===== src/rtl/clause_resweep_ctrl_if.sv =====
// Clause RAM port bundle for clause_resweep_ctrl.
//   master : sweep controller side (drives read/write strobes, address, write data)
//   slave  : clause RAM side (returns rd_data one cycle after rd_en)
interface clause_resweep_ctrl_if #(
  parameter int ADDR_W  = 8,
  parameter int ENTRY_W = 32
);
  logic               rd_en;
  logic [ADDR_W-1:0]  rd_addr;
  logic [ENTRY_W-1:0] rd_data;
  logic               wr_en;
  logic [ADDR_W-1:0]  wr_addr;
  logic [ENTRY_W-1:0] wr_data;

  modport master (output rd_en, rd_addr, wr_en, wr_addr, wr_data, input rd_data);
  modport slave  (input rd_en, rd_addr, wr_en, wr_addr, wr_data, output rd_data);
endinterface


===== src/rtl/clause_resweep_ctrl.sv =====
// clause_resweep_ctrl: post-backtrack clause sweep engine.
// Reads every clause RAM entry once, passes it through the external
// combinational re_update stage, registers the result and writes it back to
// the same address. Counts valid clauses left active and flags a conflict
// (valid, active, no unassigned literal left).
//
// Ports:
//   clk, rst_n       clock, async active-low reset
//   start, abort     sweep request (ignored while busy/done), synchronous cancel
//   busy, done       sweep in progress, 1-cycle completion pulse
//   active_cnt       valid clauses with ru_active_out=1 (saturates at NUM_CLAUSES)
//   conflict         sticky per sweep
//   ram              clause RAM bus (clause_resweep_ctrl_if.master)
//   ru_*_in/ru_*_out fields to / results from re_update
//
// Build option CLAUSE_RESWEEP_SKIP_INVALID_EN: when defined, write-back of
// entries whose re_update result has valid=0 is suppressed (slot stays idle).
module clause_resweep_ctrl #(
  parameter int WIDTH       = 9,
  parameter int NUM_CLAUSES = 256,
  parameter int ADDR_W      = $clog2(NUM_CLAUSES),
  parameter int ENTRY_W     = 3*WIDTH+5
) (
  input  logic                 clk,
  input  logic                 rst_n,
  input  logic                 start,
  input  logic                 abort,
  output logic                 busy,
  output logic                 done,
  output logic [ADDR_W:0]      active_cnt,
  output logic                 conflict,
  clause_resweep_ctrl_if.master ram,
  output logic [2:0]           ru_clause_in,
  output logic [3*WIDTH-1:0]   ru_cnf_in,
  output logic                 ru_active_in,
  output logic                 ru_valid_in,
  input  logic [2:0]           ru_clause_out,
  input  logic [3*WIDTH-1:0]   ru_cnf_out,
  input  logic                 ru_active_out,
  input  logic                 ru_valid_out
);
  // Pipeline: [0] read issued, [1] rd_data at re_update, [2] write slot
  localparam int STAGES = 2;

  localparam logic [1:0] S_IDLE  = 2'd0;
  localparam logic [1:0] S_READ  = 2'd1;
  localparam logic [1:0] S_DRAIN = 2'd2;
  localparam logic [1:0] S_FIN   = 2'd3;

  localparam logic [ADDR_W-1:0] LAST    = ADDR_W'(NUM_CLAUSES-1);
  localparam logic [ADDR_W:0]   CNT_MAX = (ADDR_W+1)'(NUM_CLAUSES);

  logic [1:0]         state;
  logic [STAGES:0]    vld_pipe;
  logic [ADDR_W-1:0]  rd_addr_q, addr_d1, wr_addr_q;
  logic [ENTRY_W-1:0] wr_data_q;
  logic               wr_en_q;
  logic               hit;

  assign ram.rd_en   = vld_pipe[0];
  assign ram.rd_addr = rd_addr_q;
  assign ram.wr_en   = wr_en_q;
  assign ram.wr_addr = wr_addr_q;
  assign ram.wr_data = wr_data_q;

  assign busy = (state == S_READ) || (state == S_DRAIN);

  // RAM word {valid, active, clause[2:0], lits}
  assign ru_valid_in  = ram.rd_data[ENTRY_W-1];
  assign ru_active_in = ram.rd_data[ENTRY_W-2];
  assign ru_clause_in = ram.rd_data[ENTRY_W-3 -: 3];
  assign ru_cnf_in    = ram.rd_data[3*WIDTH-1:0];

  assign hit = ru_valid_out && ru_active_out;

  always_ff @(posedge clk or negedge rst_n) begin
    if (!rst_n) begin
      state      <= S_IDLE;
      vld_pipe   <= '0;
      rd_addr_q  <= '0;
      addr_d1    <= '0;
      wr_addr_q  <= '0;
      wr_data_q  <= '0;
      wr_en_q    <= 1'b0;
      done       <= 1'b0;
      active_cnt <= '0;
      conflict   <= 1'b0;
    end else if (abort) begin
      // In-flight read/write discarded; counters keep their current value.
      state    <= S_IDLE;
      vld_pipe <= '0;
      wr_en_q  <= 1'b0;
      done     <= 1'b0;
    end else begin
      done                  <= 1'b0;
      vld_pipe[STAGES:1]    <= vld_pipe[STAGES-1:0];
      if (vld_pipe[0]) addr_d1 <= rd_addr_q;
      if (vld_pipe[1]) begin
        wr_addr_q <= addr_d1;
        wr_data_q <= {ru_valid_out, ru_active_out, ru_clause_out, ru_cnf_out};
        if (hit && active_cnt != CNT_MAX) active_cnt <= active_cnt + (ADDR_W+1)'(1);
        if (hit && ru_clause_out == 3'b000) conflict <= 1'b1;
      end
`ifdef CLAUSE_RESWEEP_SKIP_INVALID_EN
      wr_en_q <= vld_pipe[1] && ru_valid_out;
`else
      wr_en_q <= vld_pipe[1];
`endif
      case (state)
        S_IDLE: if (start) begin
          state       <= S_READ;
          vld_pipe[0] <= 1'b1;
          rd_addr_q   <= '0;
          active_cnt  <= '0;
          conflict    <= 1'b0;
        end
        S_READ: if (rd_addr_q == LAST) begin
          state       <= S_DRAIN;
          vld_pipe[0] <= 1'b0;
        end else begin
          rd_addr_q <= rd_addr_q + ADDR_W'(1);
        end
        // Write slot tracked by vld_pipe so skipped writes still close the sweep.
        S_DRAIN: if (vld_pipe[STAGES] && wr_addr_q == LAST) begin
          state <= S_FIN;
          done  <= 1'b1;
        end
        default: state <= S_IDLE;
      endcase
    end
  end
endmodule


===== src/flat_wrapper.sv =====
// flat-port wrapper written by rule: the top's interface ports become plain ports
module clause_resweep_ctrl_flat 
#(
  parameter int WIDTH       = 9,
  parameter int NUM_CLAUSES = 256,
  parameter int ADDR_W      = $clog2(NUM_CLAUSES),
  parameter int ENTRY_W     = 3*WIDTH+5
)
  (clk, rst_n, start, abort, busy, done, active_cnt, conflict, ru_clause_in, ru_cnf_in, ru_active_in, ru_valid_in, ru_clause_out, ru_cnf_out, ru_active_out, ru_valid_out, ram_rd_en, ram_rd_addr, ram_wr_en, ram_wr_addr, ram_wr_data, ram_rd_data);
  clause_resweep_ctrl_if #(.ADDR_W(ADDR_W), .ENTRY_W(ENTRY_W)) ram_i ();
  input  logic clk;
  input  logic rst_n;
  input  logic start;
  input  logic abort;
  output logic busy;
  output logic done;
  output logic [ADDR_W:0] active_cnt;
  output logic conflict;
  output logic [2:0] ru_clause_in;
  output logic [3*WIDTH-1:0] ru_cnf_in;
  output logic ru_active_in;
  output logic ru_valid_in;
  input  logic [2:0] ru_clause_out;
  input  logic [3*WIDTH-1:0] ru_cnf_out;
  input  logic ru_active_out;
  input  logic ru_valid_out;
  output wire logic [$bits(ram_i.rd_en)-1:0] ram_rd_en;
  output wire logic [$bits(ram_i.rd_addr)-1:0] ram_rd_addr;
  output wire logic [$bits(ram_i.wr_en)-1:0] ram_wr_en;
  output wire logic [$bits(ram_i.wr_addr)-1:0] ram_wr_addr;
  output wire logic [$bits(ram_i.wr_data)-1:0] ram_wr_data;
  input wire logic [$bits(ram_i.rd_data)-1:0] ram_rd_data;
  assign ram_rd_en = ram_i.rd_en;
  assign ram_rd_addr = ram_i.rd_addr;
  assign ram_wr_en = ram_i.wr_en;
  assign ram_wr_addr = ram_i.wr_addr;
  assign ram_wr_data = ram_i.wr_data;
  assign ram_i.rd_data = ram_rd_data;
  clause_resweep_ctrl #(.WIDTH(WIDTH), .NUM_CLAUSES(NUM_CLAUSES), .ADDR_W(ADDR_W), .ENTRY_W(ENTRY_W)) u_core (.clk(clk), .rst_n(rst_n), .start(start), .abort(abort), .busy(busy), .done(done), .active_cnt(active_cnt), .conflict(conflict), .ram(ram_i), .ru_clause_in(ru_clause_in), .ru_cnf_in(ru_cnf_in), .ru_active_in(ru_active_in), .ru_valid_in(ru_valid_in), .ru_clause_out(ru_clause_out), .ru_cnf_out(ru_cnf_out), .ru_active_out(ru_active_out), .ru_valid_out(ru_valid_out));
endmodule

===== config.mk =====
export PLATFORM = sky130hd
export DESIGN_NAME = clause_resweep_ctrl_flat
export DESIGN_NICKNAME = d
export VERILOG_FILES = /design/src/rtl/clause_resweep_ctrl_if.sv /design/src/rtl/clause_resweep_ctrl.sv /design/src/flat_wrapper.sv
export SDC_FILE = /design/constraint.sdc
export NUM_CORES = 1
export LEC_CHECK = 0
export BUFFER_PORTS_ARGS = -buffer_cell sky130_fd_sc_hd__buf_2
export CORE_ASPECT_RATIO = 2
export CORE_UTILIZATION = 47
export DETAILED_ROUTE_END_ITERATION = 8
export GPL_TIMING_DRIVEN = 0
export PLACE_DENSITY = 0.88
export SYNTH_ARGS = -nofsm -noshare
export SYNTH_HDL_FRONTEND = slang
export SYNTH_SLANG_ARGS = --single-unit

===== constraint.sdc =====
create_clock -name clk -period 2.3 [get_ports clk]
set_clock_uncertainty 0.05 [all_clocks]
set_input_delay 0 -clock clk [delete_from_list [all_inputs] [get_ports clk]]
set_output_delay 0 -clock clk [all_outputs]
set_load 0.1 [all_outputs]

Word-level counts from Yosys, hierarchy flattened. Cells that the tools add are included.

Reduce and logical (&&, ||, !) cells: 14. Mux-type cells: 24. Eq/ne operators: 10. $add $sub $neg: 2. Bitwise gates (word level): 1.

Operators with widths (number): $mux 9 (4); $eq 8x8->1 const B (2); $mux 8 (2); $pmux 8 s2 (1); $mux 1 (10); $add 9x1->9 const B (1); $ne 3x3->1 const B (3); $ne 9x9->1 const B (1); $add 8x1->8 const B (1); $mux 2 (4); $pmux 2 s3 (1); $reduce_and 3->1 (2); $logic_and 1x1->1 (4); $ne 2x2->1 const B (2); $reduce_and 2->1 (2); $reduce_and 4->1 (1); $logic_not 3->1 (1); $mux 3 (1); $reduce_bool 3->1 (1); $eq 2x1->1 const B (1); $eq 2x2->1 const B (1); $logic_not 2->1 (1); $pmux 1 s2 (1); $reduce_bool 2->1 (1); other kinds (2) (2).

Input port bits: 68. Logic and storage cells: 62. Bits in registers: 73.

Depth between registers and ports, before layout. Gate-level depths: netlist (run 1).

Word-level depth: 6. Mapped depth: 7.

Least setup slack after synthesis (run 1). OpenSTA, ideal clock, no wires.

Path kind: register to register. Start point: register u_core.rd_addr_q[0], in the netlist u_core.ram.rd_addr[0]. End point: register u_core.rd_addr_q[5], in the netlist u_core.ram.rd_addr[5]. Slack: 48 ps. Arrival: 2124 ps. Cell stages (with the launch flop): 6. Path through: dfrtp_1 -> ha_1 -> nand3_1 -> o2111ai_4 -> or4_1 -> a21oi_1.

Word-level cells in the longest chain between the ends: 3.

Ends and longest elaborated chain: from (decl) (line clause_resweep_ctrl.sv:55) `logic [ADDR_W-1:0] rd_addr_q, addr_d1, wr_addr_q;`; from (signal assigned) (line clause_resweep_ctrl.sv:121) `rd_addr_q <= rd_addr_q + ADDR_W'(1);`; $add 8x1->8 or $eq 8x8->1 (tied branches) (line clause_resweep_ctrl.sv:121, clause_resweep_ctrl.sv:117); $mux 8 or $ne 2x2->1 (tied branches); $pmux 8 s2 or $reduce_and 4->1 (tied branches).

Parallel ways exist; a longest one is shown, timed or not. The select of a mux whose other input is x is not followed. A chain may end at the register's enable or synchronous reset.

Final worst setup path (run 1).
Start point: register u_core.state[0]. End point: register u_core.rd_addr_q[3], in the netlist u_core.ram.rd_addr[3].

Word-level cells in the longest chain between the ends: 3.

Ends and longest elaborated chain: from (decl) (line clause_resweep_ctrl.sv:53) `logic [1:0] state;`; from (signal assigned) (line clause_resweep_ctrl.sv:78) `state <= S_IDLE;`; from (signal assigned) (line clause_resweep_ctrl.sv:90) `state <= S_IDLE;`; from (signal assigned) (line clause_resweep_ctrl.sv:111) `state <= S_READ;`; $eq 2x1->1 or $logic_not 2->1 (tied branches) (line clause_resweep_ctrl.sv:109) `case (state)`; $ne 2x2->1 (no line) or $reduce_bool 2->1 (tied branches); $reduce_and 4->1 (no line).

Parallel ways exist; a longest one is shown, timed or not.

==> results of run 1 <==
## stage by stage
stage | hold slack, ns | utilization | setup WS, ns | instances | total power, W
2_1_floorplan | -0.346 | - | 0.0485 | 284 | 0.00520
3_3_place_gp | 0.173 | 0.586 | 0.447 | 505 | 0.00573
3_5_place_dp | 0.120 | 0.586 | 0.385 | 505 | 0.00582
4_1_cts | 0.0645 | 0.684 | 0.377 | 554 | 0.00757
5_1_grt | 0.106 | 0.684 | 0.238 | 554 | 0.00785
6_report | 0.0722 | 0.684 | 0.380 | 554 | 0.00763
## cell usage after synthesis (2+ instances only)
master / count / area, um^2
nand2_1: 12 / 45.0
nor4_1: 2 / 12.5
xor2_1: 3 / 26.3
or4_1: 5 / 37.5
and3b_1: 2 / 17.5
nand4_1: 5 / 31.3
a211oi_1: 2 / 15.0
a21oi_1: 9 / 45.0
mux2_1: 3 / 33.8
dfrtp_1: 72 / 1800
o31ai_1: 4 / 30.0
mux2_2: 44 / 495
buf_4: 32 / 240
ha_1: 7 / 87.6
and3_1: 2 / 12.5
nand3_1: 8 / 40.0
nor4b_1: 2 / 17.5
or3_1: 2 / 12.5
mux2i_1: 2 / 20.0
buf_2: 7 / 35.0
o21ai_0: 5 / 25.0
nor2_1: 11 / 41.3
clkbuf_1: 2 / 7.51
inv_1: 11 / 41.3
xnor2_1: 4 / 35.0
## routing by layer
layer / up-vias / part of all wire
met1: 1486 / 0.34
met5: - / 0
met2: 189 / 0.56
li1: 1326 / -
met3: 38 / 0.063
met4: 0 / 0.042
## where the power goes
| group | switching (W) | internal, W |
|---|---|---|
| clock | 0.000513 | 0.00119 |
| sequential | 0.000246 | 0.00162 |
| combinational | 0.00333 | 0.000724 |
## layout by cell type (no fill, tap or decap), drive strengths merged, types with 2 or more instances in the layout
cell type,n
o21ai,5
nor2,11
nand4,6
a2111oi,2
nor4,2
bufinv,4
buf,168
or3,2
mux2i,2
xor2,3
inv,11
a211oi,3
ha,7
or4,5
and3,2
clkinv,2
o31ai,4
dfrtp,72
and3b,2
nand3,8
xnor2,4
dlygate4sd3,34
nand2,12
a21oi,10
mux2,47
nor4b,2
clkbuf,12
## worst max path at each step
| stage | depth (start not counted) | slack [ns] | endpoint | start |
|---|---|---|---|---|
| 3_3_place_gp | 5 | 0.45 | u_core.ram.rd_addr[5]$_DFFE_PN0P_ | u_core.ram.rd_addr[0]$_DFFE_PN0P_ |
| 2_1_floorplan | 5 | 0.05 | u_core.ram.rd_addr[5]$_DFFE_PN0P_ | u_core.ram.rd_addr[0]$_DFFE_PN0P_ |
| 3_5_place_dp | 6 | 0.39 | u_core.ram.rd_addr[3]$_DFFE_PN0P_ | u_core.state[0]$_DFFE_PN0P_ |
| 6_report | 6 | 0.38 | u_core.ram.rd_addr[3]$_DFFE_PN0P_ | u_core.state[0]$_DFFE_PN0P_ |
| 4_1_cts | 6 | 0.38 | u_core.ram.rd_addr[3]$_DFFE_PN0P_ | u_core.state[0]$_DFFE_PN0P_ |
| 5_1_grt | 6 | 0.24 | u_core.ram.rd_addr[3]$_DFFE_PN0P_ | u_core.state[0]$_DFFE_PN0P_ |
## state kept, by name, indices dropped and copies added (netlist names)
register / count
u_core.ram.wr_data: 32
u_core.active_cnt: 9
u_core.addr_d1: 8
u_core.ram.rd_addr: 8
u_core.ram.wr_addr: 8
u_core.state: 2
u_core.vld_pipe: 2
u_core.conflict: 1
u_core.done: 1
u_core.ram.wr_en: 1
## area by class of cell
cell class / instances / share of cell area
Clock inverter: 5 / 0.0261
Buffer: 41 / 0.0573
Inverter: 12 / 0.00913
Timing Repair Buffer: 163 / 0.200
Sequential cell: 72 / 0.365
Multi-Input combinational cell: 159 / 0.270
Tap cell: 92 / 0.0233
Clock buffer: 10 / 0.0484
## cell families (layout without fill, tap and decap cells)
group,count (synthesis),count (layout),synth area share
DFF,72,72,0.520
and+or+nand+nor,63,63,0.111
buffers and inverters,53,231,0.0947
muxes,49,49,0.159
AOI/OAI and AO/OA,33,33,0.0723
adders and majority gates,7,7,0.0253
xor gates and xnor gates,7,7,0.0177
## critical path, cell delays in order (launching register included)
cell,delay [ns]
dfrtp_1,0.39
inv_1,0.10
ha_1,0.31
and2b_1,0.26
a2111oi_2,0.47
nand3_1,0.12
a21oi_1,0.16
==> results.yml, run 1 <==
sta:
  setup_viol: 0
  rsz0062_at_grt: "no"
  period_share: 0.835
  tightest_slew_ns: 0.885
  max_freq_ghz: 0.521
  timing.slew.headroom: 0.410
  setup_tns_ns: 0
  period_minus_slack_ns: 1.92
  slew_violations: 0
  hold_violations: 0
clock_tree:
  cts_tree: "yes"
  clk_pin_slew_ns: 0.06
  cts_root_buffer: "clkbuf_16"
  clk_latency_ns: 0.34
  cts.repair.resized: 0
  cts_made_buffers: 9
  cts_max_level: 3
  cts_setup_buffers: 0
  ctsHoldBuffers: 34
  clock_path_buffers: 2
  cts_sinks: 72
min_path:
  hold_path.class: "input port to flop"
  min_to: "u_core.vld_pipe[0]$_DFFE_PN0P_"
  hold_path_depth: 3
  min_from: "abort"
worst_setup_path:
  required_ns: 2.51
  r2r-end: "u_core.ram.rd_addr[3]$_DFFE_PN0P_"
  critical_path_class: "flop to flop"
  reg2reg_from: "u_core.state[0]$_DFFE_PN0P_"
  regToRegSetupSlack_ns: 0.38
  r2r_cells: 6
  cp_max_fo: 7
  end_kind: "flop"
  worstPathArrival_ns: 2.13
  startpoint_type: "flop"
die:
  std_cell_rows: 44
  start_util: 0.480
  dieArea_um2: 7740
  core_area_um2: 7210
  io_pins: 162
  die_h_um: 123
  die_w_um: 62.7
synthesis:
  synthFlopType: "dfrtp_1"
  synth-seq-area-share: 0.520
  synth_edf_count: 0
  syn_area_per_cell_um2: 12.2
  synth_fp_nets: 359
  synth_cell_type_count: 51
  synth-seq-cells: 72
  synthCells: 284
  synth_area_um2: 3460
  async_reset_ff_frac: 1.00
  yosys_warnings: 0
drt:
  drtIter0Drc: 238
  wl_per_cell_um: 18.0
  wirelength_um: 9970
  ant_nets: 0
  drtPass1Iterations: 4
  num_vias: 3039
  drc: 0
  vias_per_cell: 5.49
pwr:
  p_per_area_nw_per_um2: 1550
  p_leak_nw: 2.50
  ir_drop_mv: 0.690
finish:
  finalNetCount: 533
  drive_above_1_share: 0.509
  diodes: 0
  multiInputGateArea_um2: 1330
  finalInstanceArea_um2: 4930
  area_growth_pct: 42.5
  final-seq-area_um2: 1800
  fill_cells: 468
grt:
  track_usage: 0.268
  grt_pass1_wl_um: 15300
  met2_usage: 0.513
  grt_max_degree: 73
  grtUsageMet1: 0.248
  first_global_vias: 3037
  top_usage_layer: "met2"
  grt_antenna_before_repair: 0
  use_met3: 0.0664
  overflow: 0
placement:
  port-buffer-count: 129
  gp_congestion: 0.802
  dp_hpwl_um: 6000
  placed_cell_area_um2: 4230
run_status:
  status: "complete, no violations"
flow_run:
  maxCapViolCount: 0
Power figures use the tool's default switching activity.
==> run 2: changes to the inputs <==
==> constraint.sdc (replaced) <==
create_clock -name clk -period 2 [get_ports clk]
set_clock_uncertainty 0.05 [all_clocks]
set_input_delay 0 -clock clk [delete_from_list [all_inputs] [get_ports clk]]
set_output_delay 0 -clock clk [all_outputs]
set_load 0.1 [all_outputs]
==> run 2 against run 1 <==
Power rose by 10%. Sequential power increased by 15%. Clock power is 6% lower. Non-clock buffer count unchanged. Register-to-register slack worse by 0.26 ns. Combinational power up 15%. Largest power group unchanged. Largest cell class unchanged. Critical path type unchanged. Worst setup slack worse by 0.26 ns. Highest routed layer unchanged. Flip-flop and latch count did not move.
==> results.yml, run 2 (synthesis gave the netlist of run 1 again) <==
clock_tree:
  cts_root_buffer: "clkbuf_16"
  clk_latency_ns: 0.33
  cts_made_buffers: 9
  cts_sinks: 72
  cts_setup_buffers: 0
  clock_path_buffers: 2
  cts_tree: "yes"
  clk_pin_slew_ns: 0.06
  cts_max_level: 3
grt:
  grt_pass1_wl_um: 14200
  grt_antenna_before_repair: 0
  overflow: 0
  first_global_vias: 2953
  track_usage: 0.245
  grt_max_degree: 73
sta:
  period_share: 0.939
  timing.hold.ws_ns: 0.122
  hold_violations: 0
  timing.slew.headroom: 0.415
  setup_tns_ns: 0
  tightest_slew_ns: 0.877
  period_minus_slack_ns: 1.88
  max_freq_ghz: 0.532
  setup_viol: 0
  rsz0062_at_grt: "no"
  slew_violations: 0
pwr:
  p_per_area_nw_per_um2: 1710
  sw_frac_of_total: 0.557
  intPower_w: 0.00372
  p_leak_nw: 2.44
  switchingPower_w: 0.00468
  p_clk_frac: 0.190
  ir_drop_mv: 0.685
  power_frac_comb: 0.554
  seqPwrFrac: 0.256
placement:
  dp_hpwl_um: 6010
  gp_congestion: 0.822
  port-buffer-count: 129
finish:
  largest_reg_flops: 32
  area_growth_pct: 41.8
  diodes: 0
  mostFrequentLayoutCell: "buf_2"
  final_cell_mix: "buf_2 (135), dfrtp_1 (56), mux2_2 (44)"
  final-seq-area_um2: 1820
  fill_cells: 506
  drive_above_1_share: 0.546
  finalNetCount: 533
  multiInputGateArea_um2: 1350
worst_setup_path:
  required_ns: 2.20
  worstPathArrival_ns: 2.08
  cp_max_fo: 9
  cpMaxStageDelayCell: "or4_1"
  slowest_delay_ns: 0.50
  path_cells: "inv_1, ha_1, buf_2, o2111ai_4, or4_1, a21oi_1"
  end_kind: "flop"
  startpoint_type: "flop"
  critical_path_class: "flop to flop"
drt:
  wl_per_cell_um: 16.5
  num_vias: 2960
  top_layer: "met4"
  wirelength_um: 9160
  wl_met2_um: 5040
  drc: 0
  ant_nets: 0
  wl_met3_um: 554
  wl_met1_um: 3100
  drtIter0Drc: 155
  vias_per_cell: 5.33
  drtPass1Iterations: 6
die:
  dieArea_um2: 7740
  std_cell_rows: 44
  start_util: 0.480
  die_h_um: 123
  die_w_um: 62.7
  io_pins: 162
  core_area_um2: 7210
min_path:
  hold_path.class: "input port to flop"
flow_run:
  maxCapViolCount: 0
run_status:
  status: "complete, no violations"
-- run 2: metal layers --
metal	global-route usage	vias to the layer above
li1	-	1330
met1	0.224	1437
met2	0.459	163
met3	0.0646	30
met4	0.170	0
met5	0	-
-- run 2: path summary, 6_finish.rpt --
| kind | cells past startpoint | startpoint | endpoint | slack [ns] |
|---|---|---|---|---|
| worst min register to register | 2 | u_core.addr_d1[3]$_DFFE_PN0P_ | u_core.addr_d1[3]$_DFFE_PN0P_ | 0.43 |
| worst max-delay path | 6 | u_core.state[1]$_DFFE_PN0P_ | u_core.ram.rd_addr[5]$_DFFE_PN0P_ | 0.12 |
| worst max register to register | 6 | u_core.state[1]$_DFFE_PN0P_ | u_core.ram.rd_addr[5]$_DFFE_PN0P_ | 0.12 |
| worst min-delay path | 3 | abort | u_core.done$_DFF_PN0_ | 0.12 |
| max in group asynchronous | 2 | rst_n | u_core.ram.wr_addr[4]$_DFFE_PN0P_ | 0.99 |
| min in group asynchronous | 2 | rst_n | u_core.ram.wr_data[31]$_DFFE_PN0P_ | 0.28 |
-- run 2: layout make-up --
| cell class | instances | area share |
|---|---|---|
| timing repair buffer | 163 | 0.201 |
| sequential | 72 | 0.371 |
| multi-input combinational | 159 | 0.275 |
| tap | 92 | 0.0234 |
| buffer | 41 | 0.0576 |
| clock buffer | 10 | 0.0487 |
| clock inverter | 6 | 0.0138 |
| inverter | 12 | 0.00917 |
-- run 2: power by group through the flow --
stage / clock [W] / combinational [W] / sequential, W
global route: 0.00169 / 0.00478 / 0.00220
floorplan: 0 / 0.00113 / 0.00485
CTS: 0.00162 / 0.00462 / 0.00212
detailed placement: 0 / 0.00455 / 0.00214
global placement: 0 / 0.00450 / 0.00211
finish: 0.00160 / 0.00466 / 0.00215
-- run 2: metrics by stage --
stage,total power [W],setup slack (ns),util,instance area [um^2],std cells
finish,0.00840,0.122,0.681,4910,555
global route,0.00867,0.00901,0.681,4910,555
CTS,0.00836,0.0345,0.679,4890,555
detailed placement,0.00669,0.0307,0.589,4250,505
global placement,0.00661,0.150,0.588,4240,505
floorplan,0.00598,0.00388,-,3480,284
-- run 2: what timing repair did --
action / 4_1_cts / 5_1_grt
setup endpoints to repair: 0 / 1
hold buffers: 34 / 0
gates resized for setup: 0 / 3
endpoints found under the hold margin: 106 / 0
-- run 2: worst max-delay path, delay by kind of cell (launching register included) --
family	cells	cell delay, ns
compound gates	2	0.35
simple gates	1	0.50
buf+inv	2	0.31
fa+ha+maj	1	0.17
flops	1	0.41
